$ cat src/rtl/stoper_pkg.sv
// Shared definitions for the stopwatch button front-end: debounce FSM states,
// counter widths and default timing constants.
package stoper_pkg;

    localparam int unsigned CNT_W = 15;
    localparam int unsigned PER_W = 8;

    localparam int unsigned DEFAULT_DEBOUNCE_CYCLES = 32000;
    localparam int unsigned DEFAULT_LONG_PERIODS    = 50;

    typedef enum logic [2:0] {
        IDLE,
        PRESS_WAIT,
        PRESSED,
        LONG_HELD,
        RELEASE_WAIT
    } state_t;

endpackage

$ cat src/rtl/btn_sync.sv
// Two-flop synchroniser for an asynchronous button line; resets to 1 (released
// level for active-low buttons).
module btn_sync (
    input  logic clk,
    input  logic rst,
    input  logic din,
    output logic dout
);

    logic meta;
    logic stable;

    always_ff @(posedge clk) begin
        if (rst) begin
            meta   <= 1'b1;
            stable <= 1'b1;
        end else begin
            meta   <= din;
            stable <= meta;
        end
    end

    assign dout = stable;

endmodule

$ cat src/rtl/button_debounce.sv
// Debounces one active-low push-button into a clean level plus single-cycle
// press / release / long_press events. The release event port is release_pulse.
module button_debounce
    import stoper_pkg::*;
#(
    parameter int unsigned DEBOUNCE_CYCLES = DEFAULT_DEBOUNCE_CYCLES,
    parameter int unsigned LONG_PERIODS    = DEFAULT_LONG_PERIODS
) (
    input  logic clk,
    input  logic rst,
    input  logic btn_n,
    output logic level,
    output logic press,
    output logic release_pulse,
    output logic long_press
);

    localparam logic [CNT_W-1:0] CNT_LAST  = CNT_W'(DEBOUNCE_CYCLES - 1);
    localparam logic [PER_W-1:0] PER_LIMIT = PER_W'(LONG_PERIODS);

    logic             sync_n;
    logic             s;
    state_t           state;
    logic [CNT_W-1:0] cnt;
    logic [PER_W-1:0] per;
    logic [PER_W-1:0] per_inc;
    logic             long_fired;

    btn_sync u_sync (
        .clk  (clk),
        .rst  (rst),
        .din  (btn_n),
        .dout (sync_n)
    );

    assign s       = ~sync_n;
    assign per_inc = per + PER_W'(1);

    always_ff @(posedge clk) begin
        if (rst) begin
            state         <= IDLE;
            cnt           <= '0;
            per           <= '0;
            long_fired    <= 1'b0;
            level         <= 1'b0;
            press         <= 1'b0;
            release_pulse <= 1'b0;
            long_press    <= 1'b0;
        end else begin
            press         <= 1'b0;
            release_pulse <= 1'b0;
            long_press    <= 1'b0;
            unique case (state)
                IDLE: begin
                    if (s) begin
                        state <= PRESS_WAIT;
                        cnt   <= '0;
                    end
                end
                PRESS_WAIT: begin
                    if (!s) begin
                        state <= IDLE;
                    end else if (cnt == CNT_LAST) begin
                        state      <= PRESSED;
                        press      <= 1'b1;
                        level      <= 1'b1;
                        cnt        <= '0;
                        per        <= '0;
                        long_fired <= 1'b0;
                    end else begin
                        cnt <= cnt + CNT_W'(1);
                    end
                end
                PRESSED: begin
                    if (!s) begin
                        state <= RELEASE_WAIT;
                        cnt   <= '0;
                    end else if (cnt == CNT_LAST) begin
                        // Completed one debounce period while held.
                        cnt <= '0;
                        per <= per_inc;
                        if (per_inc == PER_LIMIT) begin
                            long_press <= 1'b1;
                            long_fired <= 1'b1;
                            state      <= LONG_HELD;
                        end
                    end else begin
                        cnt <= cnt + CNT_W'(1);
                    end
                end
                LONG_HELD: begin
                    if (!s) begin
                        state <= RELEASE_WAIT;
                        cnt   <= '0;
                    end
                end
                RELEASE_WAIT: begin
                    if (s) begin
                        // Release glitch rejected; per is kept so progress survives.
                        state <= long_fired ? LONG_HELD : PRESSED;
                        cnt   <= '0;
                    end else if (cnt == CNT_LAST) begin
                        state         <= IDLE;
                        release_pulse <= 1'b1;
                        level         <= 1'b0;
                    end else begin
                        cnt <= cnt + CNT_W'(1);
                    end
                end
                default: state <= IDLE;
            endcase
        end
    end

endmodule

$ cat config.mk
export PLATFORM = sky130hd
export DESIGN_NAME = button_debounce
export DESIGN_NICKNAME = d
export VERILOG_FILES = /design/src/rtl/stoper_pkg.sv /design/src/rtl/btn_sync.sv /design/src/rtl/button_debounce.sv
export SDC_FILE = /design/constraint.sdc
export NUM_CORES = 1
export LEC_CHECK = 0
export CAP_MARGIN = 10
export CORE_AREA = 4 4 77 50
export DETAILED_ROUTE_END_ITERATION = 7
export DIE_AREA = 0 0 81 54
export GPL_TIMING_DRIVEN = 0
export HOLD_SLACK_MARGIN = 0.15
export PLACE_DENSITY_LB_ADDON = 0.15
export SYNTH_ARGS = -nofsm -noshare
export SYNTH_HDL_FRONTEND = slang
export SYNTH_SLANG_ARGS = --single-unit
$ cat constraint.sdc
create_clock -name clk -period 2.7 [get_ports clk]
set_clock_uncertainty 0.05 [all_clocks]
set_input_delay 0.405 -clock clk [delete_from_list [all_inputs] [get_ports clk]]
set_output_delay 0.405 -clock clk [all_outputs]
set_load 0.1 [all_outputs]
; Word level (Yosys, flattened, before mapping)
; Index checks and enable logic that the tools add are counted.
[totals]
register_bits = 33
latchBits = 0
ramBits = 0
mem_bits_ro = 0
in_bits = 3
output_inout_bits = 4
wordCells = 85
memories = 0
[op_classes]
n_addsub = 2
multipliers = 0
n_div = 0
n_lt_le_gt_ge = 0
n_eq_ne = 20
n_shift = 0
muxes = 36
bitwise = 5
reduce_logical = 12
[op_table]
columns = op, count
row1 = two-way mux 15 bit, 7
row2 = case mux 15 bit (5 select lines), 1
row3 = two-way mux 8 bit, 4
row4 = two-way mux 3 bit, 9
row5 = case mux 8 bit (2 select lines), 1
row6 = adder 15 x 1 -> 15 bit (second input constant), 1
row7 = equality test 15 bit (second input constant), 1
row8 = case mux 3 bit (5 select lines), 1
row9 = AND reduction 5 bit, 3
row10 = != test 2 bit (second input constant), 7
row11 = AND reduction 6 bit, 2
row12 = two-way mux 1 bit, 11
row13 = != test 3 x 2 -> 1 bit (second input constant), 3
row14 = adder 8 x 1 -> 8 bit (second input constant), 1
row15 = equality test 8 x 6 -> 1 bit (second input constant), 1
row16 = equality test 3 x 2 -> 1 bit (second input constant), 2
row17 = != test 3 bit (second input constant), 2
row18 = OR reduction 3 bit, 2
row19 = NOT 1 bit, 5
row20 = nonzero test 5 bit, 1
row21 = != test 2 x 1 -> 1 bit (second input constant), 2
row22 = case mux 1 bit (2 select lines), 2
row23 = nonzero test 2 bit, 2
row24 = OR reduction 4 bit, 1
row25 = other kinds (3), 3

; Logic depth before layout (Yosys ltp)
; Gate-level depths: netlist of run 1.
[depth]
depth_word = 6
depth_mapped = 9
depth_no_buf = 7

; Hierarchy
; From an unflattened synthesis of run 1, not the netlist that was laid out.
[hier_totals]
cells_unflattened = 221
hier_area_um2 = 1801.7
[modules_own_cells]
columns = mod, instances, cells_each, area_per_inst_um2, seq_area_each_um2
row1 = button_debounce, 1, 217, 1749.2, 620.6
row2 = btn_sync, 1, 4, 52.6, 40.0

; Worst setup path before layout of run 1
; Ideal clock, no wire load.
[synth_timing]
kind = flip-flop to flip-flop
startpoint = register cnt[0]
endpoint = register cnt[14]
setup_ns = 0.115
arrival_ns = 1.933
required_time_ns = 2.535
setup_slack_ns = 0.603
stages_incl_launch_ff = 10
n_path_buf = 2
period_less_slack_ns = 2.097
cell_sequence = dfxtp_1 > ha_1 > nand4b_1 > or4_1 > buf_2 > nor3_1 > a21oi_1 > o221ai_2 > buf_4 > nor2_1
[synth_via]
elab_chain_cells = 4
elab_cells_between_ends = 10
classes_between = add/sub: 1 / eq/ne: 2 / mux: 6 / reduce/logical: 1
[synth_rtl]
columns = item, line_no
row1 = from (decl), button_debounce.sv:24  ; logic [CNT_W-1:0] cnt;
row2 = from (signal assigned), button_debounce.sv:71  ; cnt <= cnt + CNT_W'(1);
row3 = from (signal assigned), button_debounce.sv:88  ; cnt <= cnt + CNT_W'(1);
row4 = from (signal assigned), button_debounce.sv:107  ; cnt <= cnt + CNT_W'(1);
row5 = adder 15 x 1 -> 15 bit / equality test 15 bit (equally long branches), --
row6 = two-way mux 15 bit (on tied branches), "button_debounce.sv:102, button_debounce.sv:63, button_debounce.sv:78"
row7 = two-way mux 15 bit (on tied branches), "button_debounce.sv:98, button_debounce.sv:61, button_debounce.sv:75"
row8 = case mux 15 bit (5 select lines), button_debounce.sv:53  ; unique case (state)
; Parallel ways exist; a longest one is shown, timed or not. The select of a mux whose other input is x is not followed.
; A chain may end at the register's enable or synchronous reset.

; Worst setup path after layout of run 1
[layout_timing]
startpoint = register cnt[3]
endpoint = register per[5]
[layout_via]
elab_chain_cells = 3
elab_cells_between_ends = 4
classes_between = eq/ne: 3 / reduce/logical: 1
[layout_rtl]
columns = item, line_no
row1 = equality test 15 bit (*), "button_debounce.sv:63, button_debounce.sv:78"
row2 = != test 2 bit (no source line), --
row3 = AND reduction 5 bit (no source line) (*), --
row4 = to (signal assigned), button_debounce.sv:81  ; per <= per_inc;
row5 = to (decl), button_debounce.sv:25  ; logic [PER_W-1:0] per;
; Mark *: on every way between the ends. The rest lies on a longest branch, timed or not.

==> results of run 1 <==
logic make-up after synthesis:
family          share of synthesized area [%]
simple gates                            32.43
compound gates                          15.09
flops                                   36.90
xor+xnor                                8.805
buf+inv                                 3.494
fa+ha+maj                               2.726
mux                                    0.5591
report_power, final:
part / internal, W / total, W / switching, W
clock: 0.000202 / 0.000368 / 0.000166
combinational: 0.0000283 / 0.0000754 / 0.0000470
sequential: 0.000493 / 0.000501 / 0.00000837
total: 0.000723 / 0.000944 / 0.000221
metrics by stage:
step / power, W / worst slack [ns] / cells
2_1_floorplan: 0.0005672 / 0.6026 / 219
3_3_place_gp: 0.0005833 / 0.3468 / 269
3_5_place_dp: 0.0005857 / 0.2192 / 269
4_1_cts: 0.0009541 / 0.1964 / 276
5_1_grt: 0.0009848 / 0.02221 / 276
6_report: 0.0009443 / 0.1560 / 276
routing by layer:
| layer | vias up | GRT usage [%] | routed length [um] |
|---|---|---|---|
| met5 | - | 0 | 0 |
| li1 | 809 | - | - |
| met4 | 0 | 9.551 | 46 |
| met1 | 773 | 31.25 | 2047 |
| met3 | 5 | 5.853 | 350 |
| met2 | 66 | 28.75 | 1582 |
placed cells by master (no fill, tap or decap), drive strengths merged, types with 2 or more instances in the layout:
cell,instances
a31oi,2
nand4,4
a21oi,14
buf,3
o21ai,8
nor3b,2
or3b,3
nor4,7
nor2b,5
xor2,4
nand4bb,2
dfxtp,33
nor3,13
ha,3
a22oi,2
clkdlybuf4s50,5
nand3b,3
or2,2
clkbuf,13
xnor2,14
inv,6
o31a,2
or3,2
o2111ai,2
a21o,2
nand3,8
nand2,12
nand2b,2
or4,4
nor2,35
worst max-delay path by stage:
stage	depth (start not counted)	slack (ns)	to	startpoint
after global routing	5	0.02	per[5]	cnt[3]
after floorplan	9	0.60	cnt[14]	cnt[0]
after detailed placement	6	0.22	per[5]	cnt[0]
after global placement	6	0.35	per[5]	cnt[0]
final	5	0.16	per[5]	cnt[3]
after CTS	6	0.20	per[5]	cnt[0]
area by class of cell:
type	count	share of cell area (%)
inverter	6	1.136
clock buffer	7	4.353
multi-input combinational	171	53.82
buffer	9	2.019
timing repair buffer	5	2.524
tap	45	2.839
sequential	33	33.31
==> impl_metrics.yaml, run 1 <==
clock_network:
  cts_post_setup_buffers_inserted: 0
  cts_sinks: 33
  cts_hold_buf: 0
  h-tree-depth: 2
  clock_path_buffers: 2
  cts-root-buf: "clkbuf_8"
  clkTransAtPathRegs_ns: 0.06
  cts_tree: "done"
  cts_made_buffers: 5
  cts_repair_resize_count: 0
  insertion_delay_ns: 0.28
setup_path:
  worst-path-buf-inv: 0
  critPathArrivalTime_ns: 2.70
  path_class: "flop to flop"
  endpoint_kind: "flop"
  r2r-start: "cnt[3]"
  r2r_cells: 5
  slowest_delay_ns: 0.64
  regToRegEndpoint: "per[5]"
  worstPathMaxFanout: 10
  crit_chain: "nand2_1 -> nor4_1 -> nand2_1 -> or4_1 -> a21oi_1"
  cp_common_cell: "nand2_1"
  worstSetupStartpointType: "flop"
  cp_top_family: "simple AND/OR/NAND/NOR gates"
  crit_slowest_cell: "nor4_1"
  cp.required_ns: 2.86
  rrSetupSlack_ns: 0.16
yosys:
  ys.flop_type: "dfxtp_1"
  synth.top_cell.area_share_pct: 36.90
  yosys_warnings: 0
  syn-num-nets: 225
  synth_edf_count: 0
  syn_inst: 219
  synth.most_common_cell: "nor2_1"
  syn_area_mm2: 0.001790
  syn_avg_cell_area_um2: 8.176
  yosys.area.top_type: "dfxtp_1"
  async_reset_ff_share_pct: 0
  synth_seq_cells: 33
  yosys-top-cells-count: "nor2_1 (35), dfxtp_1 (33), xnor2_1 (14)"
  ys_seq_area_share_pct: 36.90
  ys_top_cells_by_area: "dfxtp_1 (37%), nor2_1 (7.3%), xnor2_1 (6.8%), a21oi_1 (3.6%), nor3_1 (3.6%)"
  ys_types: 49
pwr:
  vdd_ir_drop_max_uv: 335.6
  p_per_area_mw_per_mm2: 476.2
  power.leakage_nw: 0.6225
route:
  drt-pass1-iter-count: 5
  wl_um: 4027
  drt-initial-drc-count: 157
  drc_errors: 0
  ant_nets: 0
  num_vias: 1653
  routed_via_density: 5.989
  wl_per_cell_um: 14.59
floorplan:
  initial_utilization_pct: 56.61
  core_area_mm2: 0.003163
  std_cell_rows: 16
  fp.dieW_um: 81
  die_area_mm2: 0.004374
  num_io_pins: 7
  die_h_um: 54
cells_and_area:
  multiInputGateArea_mm2: 0.001067
  final_cell_area_mm2: 0.001983
  fin_util_pct: 62.70
  syn2layout_area_growth_pct: 10.76
  regArea_um2: 660.6
  diodes: 0
  fillers: 291
  top_register: "cnt"
  largest_reg_flops: 15
  top_regs: "cnt: 15 flops, per: 8 flops, state: 3 flops"
  final_nets: 237
  drive_gt1_share_pct: 9.524
placement:
  hpwl_um: 3066
  portBuffers: 5
  gp_congestion: 0.9301
  placed_cell_area_mm2: 0.001897
timing:
  setup_viol: 0
  fmax_ghz: 0.3931
  hold_violations: 0
  slew_headroom_pct: 35.35
  post-route-period-util_pct: 94.22
  rsz0062_at_grt: "no"
  finalSetupTns_ns: 0
  hold_slack_ns: 0.3598
  worstMarginPinSlew_ns: 0.9668
  maxSlewViolCount: 0
  post-route-min-period_ns: 2.544
grt:
  antenna_found_initial: 0
  grt_overflow_total: 0
  grt_use_total_pct: 21.38
  grt_pass1_wl_um: 6989
  grt_pass1_vias: 1506
  grt_max_degree: 11
run:
  maxCapViolCount: 0
worst_hold_path:
  whs_endpoint: "u_sync.dout"
  hp-start: "u_sync.meta"
  hp-class: "flop to flop"
  holdPathStages: 1
run_status:
  status: "finished, final reports clean"
Power figures use the tool's default switching activity.
==> run 2: changes to the inputs <==
--- a/config.mk
+++ b/config.mk
@@ -5,10 +5,11 @@
 export SDC_FILE = /design/constraint.sdc
 export NUM_CORES = 1
 export LEC_CHECK = 0
+export ABC_AREA = 1
 export CAP_MARGIN = 10
-export CORE_AREA = 4 4 77 50
+export CORE_AREA = 2 2 77 49
 export DETAILED_ROUTE_END_ITERATION = 7
-export DIE_AREA = 0 0 81 54
+export DIE_AREA = 0 0 79 51
 export GPL_TIMING_DRIVEN = 0
 export HOLD_SLACK_MARGIN = 0.15
 export PLACE_DENSITY_LB_ADDON = 0.15
==> impl_metrics.yaml, run 2 <==
route:
  ant_nets: 0
  wl_met3_um: 209
  wl_met1_um: 2234
  wl_um: 3834
  routed_via_density: 5.059
  met2_length_um: 1354
  drc_errors: 0
  drt-pass1-iter-count: 4
  drt-initial-drc-count: 132
  top_layer_used: "met4"
  num_vias: 1710
  wl_per_cell_um: 11.34
pwr:
  power.switching_fraction_pct: 40.42
  combinationalPowerShare_pct: 41.8
  vdd_ir_drop_max_uv: 569.3
  power.leakage_nw: 0.8339
  power_frac_seq_pct: 34.9
  p_int_w: 0.0009281
  pwr-share-clk_pct: 23.3
  p_per_area_mw_per_mm2: 741.5
  power_w: 0.001558
  switching_power_w: 0.0006296
floorplan:
  initial_utilization_pct: 55.12
  die_area_mm2: 0.004029
  core_area_mm2: 0.003446
  die_h_um: 51
  num_io_pins: 7
  std_cell_rows: 17
  fp.dieW_um: 79
clock_network:
  cts_repair_resize_count: 0
  h-tree-depth: 2
  insertion_delay_ns: 0.29
  cts-root-buf: "clkbuf_8"
  cts_post_setup_buffers_inserted: 0
  cts_sinks: 33
  clkTransAtPathRegs_ns: 0.07
  cts_hold_buf: 0
  clock_path_buffers: 2
  cts_made_buffers: 5
  cts_tree: "done"
setup_path:
  cp-endpoint: "level"
  crit_slowest_cell: "clkdlybuf4s50_1"
  endpoint_kind: "output pin"
  cp.required_ns: 2.25
  regToRegEndpoint: "cnt[10]"
  r2r_cells: 10
  worstSetupStartpointType: "flop"
  crit_chain: "clkdlybuf4s50_1"
  r2r-start: "cnt[0]"
  slowest_delay_ns: 1.13
  critPathArrivalTime_ns: 1.76
  cp_top_family: "buffers and inverters"
  crit_start: "level"
  crit_cells: 1
  path_class: "flop to output pin"
  worst-path-buf-inv: 1
  worstPathMaxFanout: 2
  rrSetupSlack_ns: 0.78
timing:
  hold_slack_ns: 0.3642
  maxSlewViolCount: 0
  finalSetupTns_ns: 0
  setup_viol: 0
  fmax_ghz: 0.4508
  slew_headroom_pct: 35.37
  worstMarginPinSlew_ns: 0.9664
  post-route-min-period_ns: 2.219
  hold_violations: 0
  post-route-period-util_pct: 82.17
  rsz0062_at_grt: "no"
yosys:
  synthSimpleGateAreaFrac_pct: 41.37
  synth.top_cell.area_share_pct: 34.78
  ys_top_cells_by_area: "dfxtp_1 (35%), nand2_1 (13%), nor2_1 (6.9%), inv_1 (6.1%), nand3_1 (5.5%)"
  synthAdderAreaFrac_pct: 1.976
  ys.flop_type: "dfxtp_1"
  yosys.area.top_type: "dfxtp_1"
  synth.area.mux_share_pct: 0
  synth-xor-area-share_pct: 0
  yosys_warnings: 0
  synth.most_common_cell: "nand2_1"
  synth_top_family_by_area: "simple AND/OR/NAND/NOR gates"
  synth-compound-area-share_pct: 12.91
  synth_seq_cells: 33
  syn_area_mm2: 0.001899
  syn_avg_cell_area_um2: 6.857
  syn-num-nets: 283
  synth_edf_count: 0
  async_reset_ff_share_pct: 0
  syn_inst: 277
  ys_seq_area_share_pct: 34.78
  yosys-top-cells-count: "nand2_1 (67), nor2_1 (35), dfxtp_1 (33)"
  ys_types: 34
cells_and_area:
  drive_gt1_share_pct: 13.75
  fillers: 347
  top_regs: "cnt: 15 flops, per: 8 flops, state: 3 flops"
  largest_reg_flops: 15
  syn2layout_area_growth_pct: 10.61
  diodes: 0
  layout.cells.non_filler: 338
  multiInputGateArea_mm2: 0.001069
  mostFrequentLayoutCells: "nand2_1 (67), nor2_1 (35), dfxtp_1 (33), inv_1 (31), nand3_1 (21)"
  layout_commonest_cell: "nand2_1"
  regArea_um2: 660.6
  top_register: "cnt"
  final_nets: 296
placement:
  place_inst: 330
  gp_congestion: 0.8300
  portBuffers: 6
  hpwl_um: 2865
grt:
  grt_pass1_vias: 1446
  antenna_found_initial: 0
  grt_pass1_wl_um: 6644
  grt_use_total_pct: 21.70
  grt_overflow_total: 0
  grt_max_degree: 11
worst_hold_path:
  hp-class: "flop to flop"
run:
  maxCapViolCount: 0
run_status:
  status: "finished, final reports clean"
[run 2: cell families after synthesis]
kind of cell / count (synthesis)
AND/OR/NAND/NOR: 161
AO/OA/AOI/OAI: 40
buffers and inverters: 40
flip-flops: 33
adder cells (fa/ha/maj): 3
[run 2: worst min-delay path by stage]
stage / from / cells after the start / end
3_3_place_gp: u_sync.meta / 1 / u_sync.dout
6_report: u_sync.meta / 1 / u_sync.dout
3_5_place_dp: u_sync.meta / 1 / u_sync.dout
2_1_floorplan: u_sync.meta / 1 / u_sync.dout
4_1_cts: u_sync.meta / 1 / u_sync.dout
5_1_grt: u_sync.meta / 1 / u_sync.dout
[run 2: final cells by class]
| type | instances | area share (%) |
|---|---|---|
| sequential | 33 | 31.45 |
| timing repair buffer | 6 | 2.859 |
| tap | 47 | 2.799 |
| inverter | 35 | 6.373 |
| buffer | 5 | 1.727 |
| clock buffer | 6 | 3.454 |
| multi-input combinational | 204 | 50.86 |
| clock inverter | 2 | 0.4765 |
[run 2: per-layer routing]
metal	GRT usage, %	up-vias
met3	5.300	5
met4	8.621	0
li1	-	935
met1	35.66	737
met2	25.56	33
met5	0	-
[run 2: power by group through the flow]
stage          sequential (W)  combinational [W]  clock (W)
3_5_place_dp         0.000553           0.000647          0
5_1_grt              0.000547           0.000726   0.000390
3_3_place_gp         0.000554           0.000641          0
2_1_floorplan        0.000549           0.000531          0
4_1_cts              0.000542           0.000650   0.000376
6_report             0.000543           0.000652   0.000363
[run 2: through the flow]
step / setup WS [ns] / utilization (%) / cell area (um^2)
finish: 0.4815 / 60.97 / 2101
global route: 0.4542 / 60.97 / 2101
detailed placement: 0.7942 / 58.57 / 2018
floorplan: 1.035 / - / 1899
global placement: 0.7973 / 58.57 / 2018
CTS: 0.4712 / 60.97 / 2101
==> run 3: changes to the inputs <==
--- a/config.mk
+++ b/config.mk
@@ -7,9 +7,9 @@
 export LEC_CHECK = 0
 export ABC_AREA = 1
 export CAP_MARGIN = 10
-export CORE_AREA = 2 2 77 49
+export CORE_AREA = 2 2 80 51
 export DETAILED_ROUTE_END_ITERATION = 7
-export DIE_AREA = 0 0 79 51
+export DIE_AREA = 0 0 82 53
 export GPL_TIMING_DRIVEN = 0
 export HOLD_SLACK_MARGIN = 0.15
 export PLACE_DENSITY_LB_ADDON = 0.15
==> constraint.sdc (replaced) <==
create_clock -name clk -period 1.85 [get_ports clk]
set_clock_uncertainty 0.05 [all_clocks]
set_input_delay 0.2775 -clock clk [delete_from_list [all_inputs] [get_ports clk]]
set_output_delay 0.2775 -clock clk [all_outputs]
set_load 0.1 [all_outputs]
==> impl_metrics.yaml, run 3 (synthesized netlist as in run 2, its figures left out) <==
timing:
  slew_headroom_pct: 35.23
  post-route-period-util_pct: 97.45
  post-route-min-period_ns: 1.803
  setup_viol: 0
  setup_ws_ns: 0.04712
  worstMarginPinSlew_ns: 0.9754
  fmax_ghz: 0.5547
  maxSlewViolCount: 0
  hold_violations: 0
placement:
  gp_congestion: 0.8291
  hpwl_um: 2968
  post-place-ws_ns: -0.05149
  portBuffers: 6
  place_inst: 330
  placed_cell_area_mm2: 0.002018
pwr:
  p_per_area_mw_per_mm2: 1086
  power_w: 0.002346
  switching_power_w: 0.0009390
  power.switching_fraction_pct: 40.02
  vdd_ir_drop_max_uv: 882.0
  combinationalPowerShare_pct: 42.4
  power_frac_seq_pct: 33.9
  p_int_w: 0.001407
  pwr-share-clk_pct: 23.7
  power.leakage_nw: 0.8621
floorplan:
  std_cell_rows: 17
  die_area_mm2: 0.004346
  initial_utilization_pct: 53.15
  core_area_mm2: 0.003573
  fp.dieW_um: 82
  num_io_pins: 7
  die_h_um: 53
setup_path:
  path_class: "flop to output pin"
  endpoint_kind: "output pin"
  r2r_cells: 12
  r2r-start: "cnt[0]"
  cp.required_ns: 1.52
  rrSetupSlack_ns: 0.09
  slowest_delay_ns: 0.85
  cp_top_family: "buffers and inverters"
  worstPathMaxFanout: 2
  crit_slowest_cell: "dlygate4sd2_1"
  crit_start: "level"
  critPathArrivalTime_ns: 1.48
  crit_chain: "dlygate4sd2_1"
  worst-path-buf-inv: 1
  regToRegEndpoint: "cnt[12]"
  worstSetupStartpointType: "flop"
cells_and_area:
  final_cell_area_mm2: 0.002161
  fillers: 333
  drive_gt1_share_pct: 17.47
  top_regs: "cnt: 15 flops, per: 8 flops, state: 3 flops"
  syn2layout_area_growth_pct: 13.77
  mostFrequentLayoutCells: "nand2_1 (66), nor2_1 (33), inv_1 (31), dfxtp_1 (29), nand3_1 (20)"
  largest_reg_flops: 15
  top_register: "cnt"
  diodes: 0
  layout.cells.non_filler: 339
  fin_util_pct: 60.47
  layout_commonest_cell: "nand2_1"
  final_nets: 298
route:
  drt-initial-drc-count: 126
  routed_via_density: 5.239
  num_vias: 1776
  wl_per_cell_um: 12.12
  ant_nets: 0
  drc_errors: 0
  drt-pass1-iter-count: 4
  wl_um: 4107
clock_network:
  insertion_delay_ns: 0.29
  cts_tree: "done"
  h-tree-depth: 2
  cts_made_buffers: 5
  cts_hold_buf: 0
  clkTransAtPathRegs_ns: 0.07
  clock_path_buffers: 2
  cts-root-buf: "clkbuf_8"
  cts_sinks: 33
grt:
  grt_use_total_pct: 21.27
  antenna_found_initial: 0
  grt_pass1_vias: 1560
  grt_max_degree: 11
  grt_pass1_wl_um: 6858
  grt_overflow_total: 0
run_status:
  status: "finished, final reports clean"
worst_hold_path:
  whs_endpoint: "u_sync.dout"
  hp-start: "u_sync.meta"
  hp-class: "flop to flop"
  holdPathStages: 1
run:
  maxCapViolCount: 0
==> run 3: routing by layer <==
metal / track usage [%] / share of wire (%) / vias to the layer above / wire length (um)
li1: - / - / 934 / -
met2: 29.54 / 37 / 42 / 1534
met4: 7.500 / 1.4 / 0 / 56
met5: 0 / 0 / - / 0
met1: 31.55 / 55 / 793 / 2266
met3: 5.119 / 6.1 / 7 / 250
==> run 3: layout make-up <==
class	instances	area (um^2)	share of cell area (%)
clock buffers	7	86.33	3.995
repair buffers	8	70.07	3.243
plain buffers	5	36.28	1.679
multi-input cells	204	1105	51.13
flip-flops and latches	33	670.6	31.04
well taps	47	58.81	2.721
inverters	35	133.9	6.196
==> run 3: through the flow <==
stage | TNS (ns) | hold slack (ns)
2_1_floorplan | 0 | 0.3313
3_3_place_gp | -0.5025 | 0.3423
3_5_place_dp | -0.5535 | 0.3510
4_1_cts | 0 | 0.3666
5_1_grt | -0.08233 | 0.3886
6_report | 0 | 0.3611
==> run 3: timing repair <==
action | 4_1_cts | 5_1_grt
pin swaps | 1 | 5
buffers inserted | 1 | 1
setup endpoints to repair | 24 | 20
resized for setup | 6 | 12
==> run 3: how the worst max path moves through the flow <==
stage | slack (ns) | cells past startpoint | to
finish | 0.05 | 1 | level
global placement | -0.06 | 10 | cnt[10]
detailed placement | -0.05 | 10 | cnt[7]
floorplan | 0.19 | 10 | cnt[7]
CTS | 0.006 | 12 | cnt[12]
global route | -0.03 | 10 | state[2]
==> run 3: power groups by stage <==
| stage | logic, W | clock network [W] | registers, W |
|---|---|---|---|
| finish | 0.000995 | 0.000555 | 0.000796 |
| CTS | 0.000954 | 0.000562 | 0.000797 |
| global placement | 0.000947 | 0 | 0.000807 |
| global route | 0.00111 | 0.000596 | 0.000803 |
| floorplan | 0.000775 | 0 | 0.000801 |
| detailed placement | 0.000941 | 0 | 0.000807 |
